File: src/rtl/pc_pkg.sv
// Shared definitions for the program-counter sequencer: next-PC source select.
package pc_pkg;

   // Source of the next program counter, listed in descending priority
   // after the default sequential step.
   typedef enum logic [2:0] {
      SEL_SEQ  = 3'd0,
      SEL_TRAP = 3'd1,
      SEL_BR   = 3'd2,
      SEL_JMP  = 3'd3,
      SEL_RET  = 3'd4
   } selT;

endpackage

File: src/rtl/pc_ras.sv
// Return-address stack. Entry 0 is always the top; a push shifts every entry
// one place deeper so that, when full, the oldest entry falls off the bottom.
module pc_ras #(
   parameter int ADDR_W    = 32,
   parameter int RAS_DEPTH = 4,
   localparam int CNT_W    = $clog2(RAS_DEPTH + 1)
) (
   input  logic              clk,
   input  logic              rst,
   input  logic              push,
   input  logic              pop,
   input  logic [ADDR_W-1:0] data,
   output logic [ADDR_W-1:0] top,
   output logic [CNT_W-1:0]  count,
   output logic              empty,
   output logic              full
);

   logic [ADDR_W-1:0] stack [RAS_DEPTH];

   // Occupancy count; saturates at RAS_DEPTH because an overflowing push replaces the oldest entry.
   always_ff @(posedge clk) begin
      if (rst) begin
         count <= '0;
      end else if (push && !full) begin
         count <= count + CNT_W'(1);
      end else if (pop && !empty) begin
         count <= count - CNT_W'(1);
      end
   end

   // Entry storage shifts toward the bottom on push and toward the top on pop; contents need no reset.
   always_ff @(posedge clk) begin
      if (push) begin
         stack[0] <= data;
         for (int i = 1; i < RAS_DEPTH; i++) begin
            stack[i] <= stack[i-1];
         end
      end else if (pop) begin
         for (int i = 0; i < RAS_DEPTH - 1; i++) begin
            stack[i] <= stack[i+1];
         end
      end
   end

   assign top   = stack[0];
   assign empty = (count == '0);
   assign full  = (count == CNT_W'(RAS_DEPTH));

endmodule

File: src/rtl/pc_sequencer.sv
// Program-counter sequencer: sequential step, trap, PC-relative branch/jump
// against a delayed base PC, call/return through a small return-address stack.
module pc_sequencer
   import pc_pkg::*;
#(
   parameter int                ADDR_W     = 32,
   parameter int                INC        = 1,
   parameter int                HIST_DEPTH = 2,
   parameter int                RAS_DEPTH  = 4,
   parameter logic [ADDR_W-1:0] RST_VEC    = '0
) (
   input  logic              clk,
   input  logic              rst,
   input  logic              enable,
   input  logic              trap,
   input  logic [ADDR_W-1:0] trap_vec,
   input  logic              br_take,
   input  logic [ADDR_W-1:0] br_off,
   input  logic              jmp_take,
   input  logic [ADDR_W-1:0] jmp_off,
   input  logic              call,
   input  logic              ret,
   output logic [ADDR_W-1:0] pc,
   output logic              ras_empty,
   output logic              ras_full,
   output logic              ras_err
);

   localparam int CNT_W = $clog2(RAS_DEPTH + 1);

   if (HIST_DEPTH < 1 || HIST_DEPTH > 8) begin : gBadHistDepth
      $error("pc_sequencer: HIST_DEPTH must be in 1..8");
   end
   if (RAS_DEPTH < 2 || RAS_DEPTH > 16) begin : gBadRasDepth
      $error("pc_sequencer: RAS_DEPTH must be in 2..16");
   end

   logic [ADDR_W-1:0] hist [HIST_DEPTH];
   logic [ADDR_W-1:0] base;
   logic [ADDR_W-1:0] nextPc;
   logic [ADDR_W-1:0] rasTop;
   logic [CNT_W-1:0]  rasCount;
   logic              rasEmpty;
   logic              rasFull;
   logic              rasPush;
   logic              rasPop;
   logic              errSet;
   selT               sel;

   // The relative base is the PC from HIST_DEPTH enabled cycles ago.
   assign base = hist[HIST_DEPTH-1];

   // Fixed-priority next-PC selection; a ret on an empty stack falls back to the sequential step.
   always_comb begin
      sel    = SEL_SEQ;
      nextPc = pc + ADDR_W'(INC);
      if (trap) begin
         sel    = SEL_TRAP;
         nextPc = trap_vec;
      end else if (br_take) begin
         sel    = SEL_BR;
         nextPc = base + br_off;
      end else if (jmp_take) begin
         sel    = SEL_JMP;
         nextPc = base + jmp_off;
      end else if (ret) begin
         sel    = SEL_RET;
         nextPc = rasEmpty ? (pc + ADDR_W'(INC)) : rasTop;
      end
   end

   // Stack traffic only for the winning selection on an enabled, non-reset edge.
   assign rasPush = enable && !rst && (sel == SEL_JMP) && call;
   assign rasPop  = enable && !rst && (sel == SEL_RET) && !rasEmpty;
   assign errSet  = enable && (((sel == SEL_RET) && rasEmpty) || (rasPush && rasFull));

   pc_ras #(
      .ADDR_W    (ADDR_W),
      .RAS_DEPTH (RAS_DEPTH)
   ) uRas (
      .clk   (clk),
      .rst   (rst),
      .push  (rasPush),
      .pop   (rasPop),
      .data  (base + ADDR_W'(INC)),
      .top   (rasTop),
      .count (rasCount),
      .empty (rasEmpty),
      .full  (rasFull)
   );

   // PC and history advance together on enabled edges; reset overrides enable.
   always_ff @(posedge clk) begin
      if (rst) begin
         pc <= RST_VEC;
         for (int i = 0; i < HIST_DEPTH; i++) begin
            hist[i] <= RST_VEC;
         end
      end else if (enable) begin
         pc      <= nextPc;
         hist[0] <= pc;
         for (int i = 1; i < HIST_DEPTH; i++) begin
            hist[i] <= hist[i-1];
         end
      end
   end

   // Sticky stack-misuse flag, cleared only by reset.
   always_ff @(posedge clk) begin
      if (rst) begin
         ras_err <= 1'b0;
      end else if (errSet) begin
         ras_err <= 1'b1;
      end
   end

   assign ras_empty = (rasCount == '0);
   assign ras_full  = rasFull;

endmodule
File: config.mk
export PLATFORM = sky130hd
export DESIGN_NAME = pc_sequencer
export DESIGN_NICKNAME = d
export VERILOG_FILES = /design/src/rtl/pc_pkg.sv /design/src/rtl/pc_ras.sv /design/src/rtl/pc_sequencer.sv
export SDC_FILE = /design/constraint.sdc
export NUM_CORES = 1
export LEC_CHECK = 0
export CAP_MARGIN = 20
export CORE_MARGIN = 2
export CORE_UTILIZATION = 50
export DETAILED_ROUTE_END_ITERATION = 8
export DONT_BUFFER_PORTS = 1
export GPL_TIMING_DRIVEN = 0
export PLACE_DENSITY = 0.69
export RECOVER_POWER = 50
export SLEW_MARGIN = 10
export SYNTH_ARGS = -nofsm -noshare
export SYNTH_HDL_FRONTEND = slang
export SYNTH_SLANG_ARGS = --single-unit
File: constraint.sdc
create_clock -name clk -period 10.75 [get_ports clk]
set_input_delay 2.15 -clock clk [delete_from_list [all_inputs] [get_ports clk]]
set_output_delay 2.15 -clock clk [all_outputs]
set_load 0.1 [all_outputs]
* Yosys cells after proc, flatten, opt, wreduce, memory -nomap -nowiden
Memory sizes are Yosys's and may differ from the RTL's.
Cells that the tools add are included.
** Storage, ports and cells
- Bits in registers :: 36
- Bits in latches :: 0
- RAM bits :: 192
- Bits in read-only memories :: 0
- Output and inout port bits :: 35
- Word-level logic and storage cells :: 61
- Memories :: 2
** Memories
- uRas.stack :: depth 4, bits a word 32, read ports 4, clocked after Yosys merged registers in 0, write ports 4, RTL line pc_ras.sv:19 : logic [ADDR_W-1:0] stack [RAS_DEPTH];
- hist :: depth 2, bits a word 32, read ports 2, clocked after Yosys merged registers in 0, write ports 2, RTL line pc_sequencer.sv:38 : logic [ADDR_W-1:0] hist [HIST_DEPTH];
** Cells by class
- $add $sub $neg :: 6
- $mul :: 0
- Divide/modulo/power cells :: 0
- Order comparisons :: 0
- Eq/ne operators :: 3
- Shifts and indexed selects :: 0
- Multiplexer cells :: 26
- Bitwise operators :: 5
- Reduce and logical (&&, ||, !) cells :: 16
** Operator list (number)
- 32-bit two-way mux :: 10
- 32-bit by 1-bit adder with 32-bit output, second input constant :: 2
- 32-bit adder :: 2
- 3-bit two-way mux :: 6
- 1-bit logical AND :: 10
- 1-bit two-way mux :: 10
- 3-bit == test, second input constant :: 2
- 1-bit OR :: 5
- 3-bit by 1-bit adder with 3-bit output, second input constant :: 1
- 3-bit by 2-bit == test with 1-bit output, second input constant :: 1
- 1-bit zero test :: 3
- 3-bit zero test :: 1
- 3-bit by 1-bit subtractor with 3-bit output, second input constant :: 1
- 2-bit nonzero test :: 1
- 1-bit logical OR :: 1

* Longest topological paths before layout
- Depth in word-level cells :: 11
- Depth in mapped cells :: 11

* Hierarchy
A second synthesis with hierarchy kept.
** Unflattened totals
- Cells, all modules :: 1334
- Area total of the unflattened synthesis :: 14426.3 µm²
** By module, submodules not included
- pc_sequencer :: times used 1, cells an instance 1042, area an instance 8747.1 µm², sequential area each 2582.5 µm²
- pc_ras :: times used 1, cells an instance 292, area an instance 5679.2 µm², sequential area each 3903.7 µm²

* Least setup slack after synthesis
OpenSTA, ideal clock, no wires.
- Kind :: input to register
- Start point :: input port br_take
- End point :: memory uRas.stack[0][0], enable pin
- Setup time :: 0.902 ns
- Arrival :: 5.138 ns
- Required time :: 9.848 ns
- Path slack :: 4.710 ns
- Stages :: 8
- Buffers on the path :: 3
- Path through :: clkbuf_1 > clkinv_1 > nand2_1 > nor2_1 > nand3_1 > clkbuf_1 > buf_1 > nand2_1
** RTL lines
- start: declaration :: RTL line pc_sequencer.sv:17 : input logic br_take,
- end: declaration :: RTL line pc_ras.sv:19

==> results_dict.tcl <==
set metrics [dict create \
    slew_viol_final 65 \
    setup_viol 0 \
    drt_iter0_drc 1410 \
    finClkSkew_ns 0.01431 \
    cts-buffers-inserted 26 \
    synth_top_area_cell "edfxtp_1" \
    synth_xor_area_frac 0.06833 \
    grt_pass1_vias 11130 \
    io_pins 139 \
    synthArstFlopShare 0 \
    netlist_top_cells_count "192 x edfxtp_1, 138 x nor2_1, 121 x a21oi_1" \
    critPathLaunchType "primary input" \
    drc 0 \
    synth_top_area_frac 0.4016 \
    synth_edf_count 192 \
    hold_viol 0 \
    grt_pass1_wl_um 67040 \
    cts.htree.levels 1 \
    critical_path_class "in -> reg" \
    powerDensity_nw_per_um2 150.4 \
    post_cts_buffers 0 \
    violations "capacitance limit, slew limit" \
    synth_compound_area_frac 0.1774 \
    setup-tns-final_ns 0 \
    yosysWarnings 0 \
    cts_root_buf "clkbuf_16" \
    port_buffers 0 \
    worst_path_most_repeated_cell "clkbuf_1" \
    ys_seq_elements 228 \
    status "finished with violations" \
    synthToLayoutAreaGrowth_pct 11.50 \
    p_leak_nw 5.841 \
    avgSynthCellArea_um2 10.25 \
    ys_types 85 \
    yosys.area_share.simple 0.1574 \
    slew_headroom -1.010 \
    core_area_um2 28470 \
    drt_pass1_iterations 5 \
    clock_sinks 228 \
    ys_top_cells_by_area "edfxtp_1 40%, ha_1 5.6%, mux2_2 5.2%" \
    slowest_stage "clkinvlp_2" \
    wl_um 45510 \
    die_area_um2 30080 \
    drive_gt1_frac 0.1148 \
    holdCritPathClass "reg -> reg" \
    fmax_mhz 153.1 \
    die_w_um 173.4 \
    clk-insertion-delay-late_ns 0.55 \
    synthCells 1400 \
    synth_mux_area_frac 0.05813 \
    grt_setup_unrepaired "no" \
    ir_worst_vdd_mv 0.1277 \
    fin_hold_ws_ns 0.4460 \
    synthAdderAreaFrac 0.05996 \
    synthFlopType "edfxtp_1" \
    ctsResizeCount 0 \
    antenna_left 0 \
    max_cap_violations 1 \
    cts_hold_buf 0 \
    grt_start_max_net_pins 65 \
    wl_per_cell_um 24.09 \
    netlist_area_um2 14360 \
    endpoint_kind "register" \
    finish.net_count 1649 \
    initial_core_util 0.5043 \
    antenna_found_initial 7 \
    cts_buffer_depth 3 \
    arrival_ns 5.90 \
    cts_tree "done" \
    grt-ovfl-total 0 \
    grt_use_total 0.2938 \
    die_y_um 173.4 \
    min_period_ns 6.531 \
    synth.most_common_cell "edfxtp_1" \
    min_period_over_period 0.6076 \
    max_stage_delay_ns 2.49 \
    path_cells "clkbuf_1 > nor2_1 > clkbuf_1 > clkinvlp_2" \
    gp_congestion 0.9958 \
    worstPathMaxFanout 64 \
    clk_pin_slew_worst_paths_ns 0.06 \
    num_rows 62 \
    vias 11800 \
    critPathRequiredTime_ns 10.12 \
    syn_nets 1571 \
    nFillCells 2533 \
    ys_seq_area_frac 0.4518 \
    tightest_slew_ns 2.998 \
    detailed_place_hpwl_um 34400 \
    vias_per_cell 6.247 \
    synth_top_family_by_area "compound AO/OA/AOI/OAI gates" \
]
-- cell families (layout without fill, tap and decap cells) --
group / Yosys count / after routing
and+or+nand+nor: 446 / 446
adders and majority gates: 67 / 67
muxes: 75 / 75
xor gates and xnor gates: 112 / 112
buffers and inverters: 98 / 196
DFF: 228 / 228
other: 0 / 7
AOI/OAI and AO/OA: 374 / 374
-- metal layers --
metal  vias to the layer above  routed length [um]  track usage
met5                         -                   0            0
met3                       125                4404      0.07105
met1                      5690               18600       0.3918
li1                       5404                   -            -
met2                       582               20170       0.4545
met4                         0                2335       0.1342
-- report_power, final --
group | leakage, nW | switching (W) | internal, W | total [W]
sequential | 2.16 | 0.0000600 | 0.000984 | 0.00104
combinational | 3.25 | 0.000284 | 0.000141 | 0.000425
clock | 0.426 | 0.000392 | 0.000546 | 0.000938
-- final cells by class --
| type | instances | area, um^2 | share of cell area |
|---|---|---|---|
| repair buffers | 50 | 282.8 | 0.01766 |
| multi-input cells | 1074 | 7457 | 0.4658 |
| plain buffers | 69 | 279.0 | 0.01743 |
| well taps | 384 | 480.5 | 0.03001 |
| inverters | 29 | 110.1 | 0.006878 |
| clock inverters | 19 | 232.7 | 0.01454 |
| flip-flops and latches | 228 | 6486 | 0.4052 |
| clock buffers | 29 | 661.9 | 0.04135 |
| diodes | 7 | 17.52 | 0.001094 |
-- state kept, by name, indices dropped and copies added, names as in the netlist --
| signal | count |
|---|---|
| uRas.stack | 128 |
| uRas.count | 3 |
| hist | 64 |
| ras_err | 1 |
| pc | 32 |
-- worst max-delay path, delay by kind of cell --
family	cells	cell delay, ns
buf+inv	3	3.32
simple gates	1	0.34
-- placed cells by master (no fill, tap or decap), types with 36 or more instances in the layout --
cell type,synthesis,layout
and2_0,0,42
dfxtp_1,36,36
a21o_1,37,37
a211oi_1,41,41
nand2_1,84,84
o21ai_0,48,49
nor2_1,138,138
mux2_2,66,66
a21oi_1,121,122
clkbuf_1,49,82
edfxtp_1,192,192
xnor2_1,61,61
nand3_1,43,44
xor2_1,51,51
ha_1,64,64
-- path summary, 6_finish.rpt --
path	start	to	slack, ns	cells after the start
worst max-delay path	enable	hist[0][58]	4.22	4
worst min-delay path	uRas.stack[2][28]	uRas.stack[3][28]	0.45	0
worst max register to register	hist[0][40]	pc[25]	6.98	10
worst min register to register	uRas.stack[2][28]	uRas.stack[3][28]	0.45	0
-- stage by stage --
stage	total power, W	std cells	utilization	setup slack, ns	instance area (um^2)
floorplan	0.001359	1400	-	4.710	14360
global placement	0.001461	1784	0.5211	2.806	14840
detailed placement	0.001500	1819	0.5424	5.063	15440
CTS	0.002428	1867	0.5738	5.620	16340
global route	0.002480	1884	0.5618	3.782	16000
finish	0.002407	1889	0.5623	4.219	16010
Power figures use the tool's default switching activity.
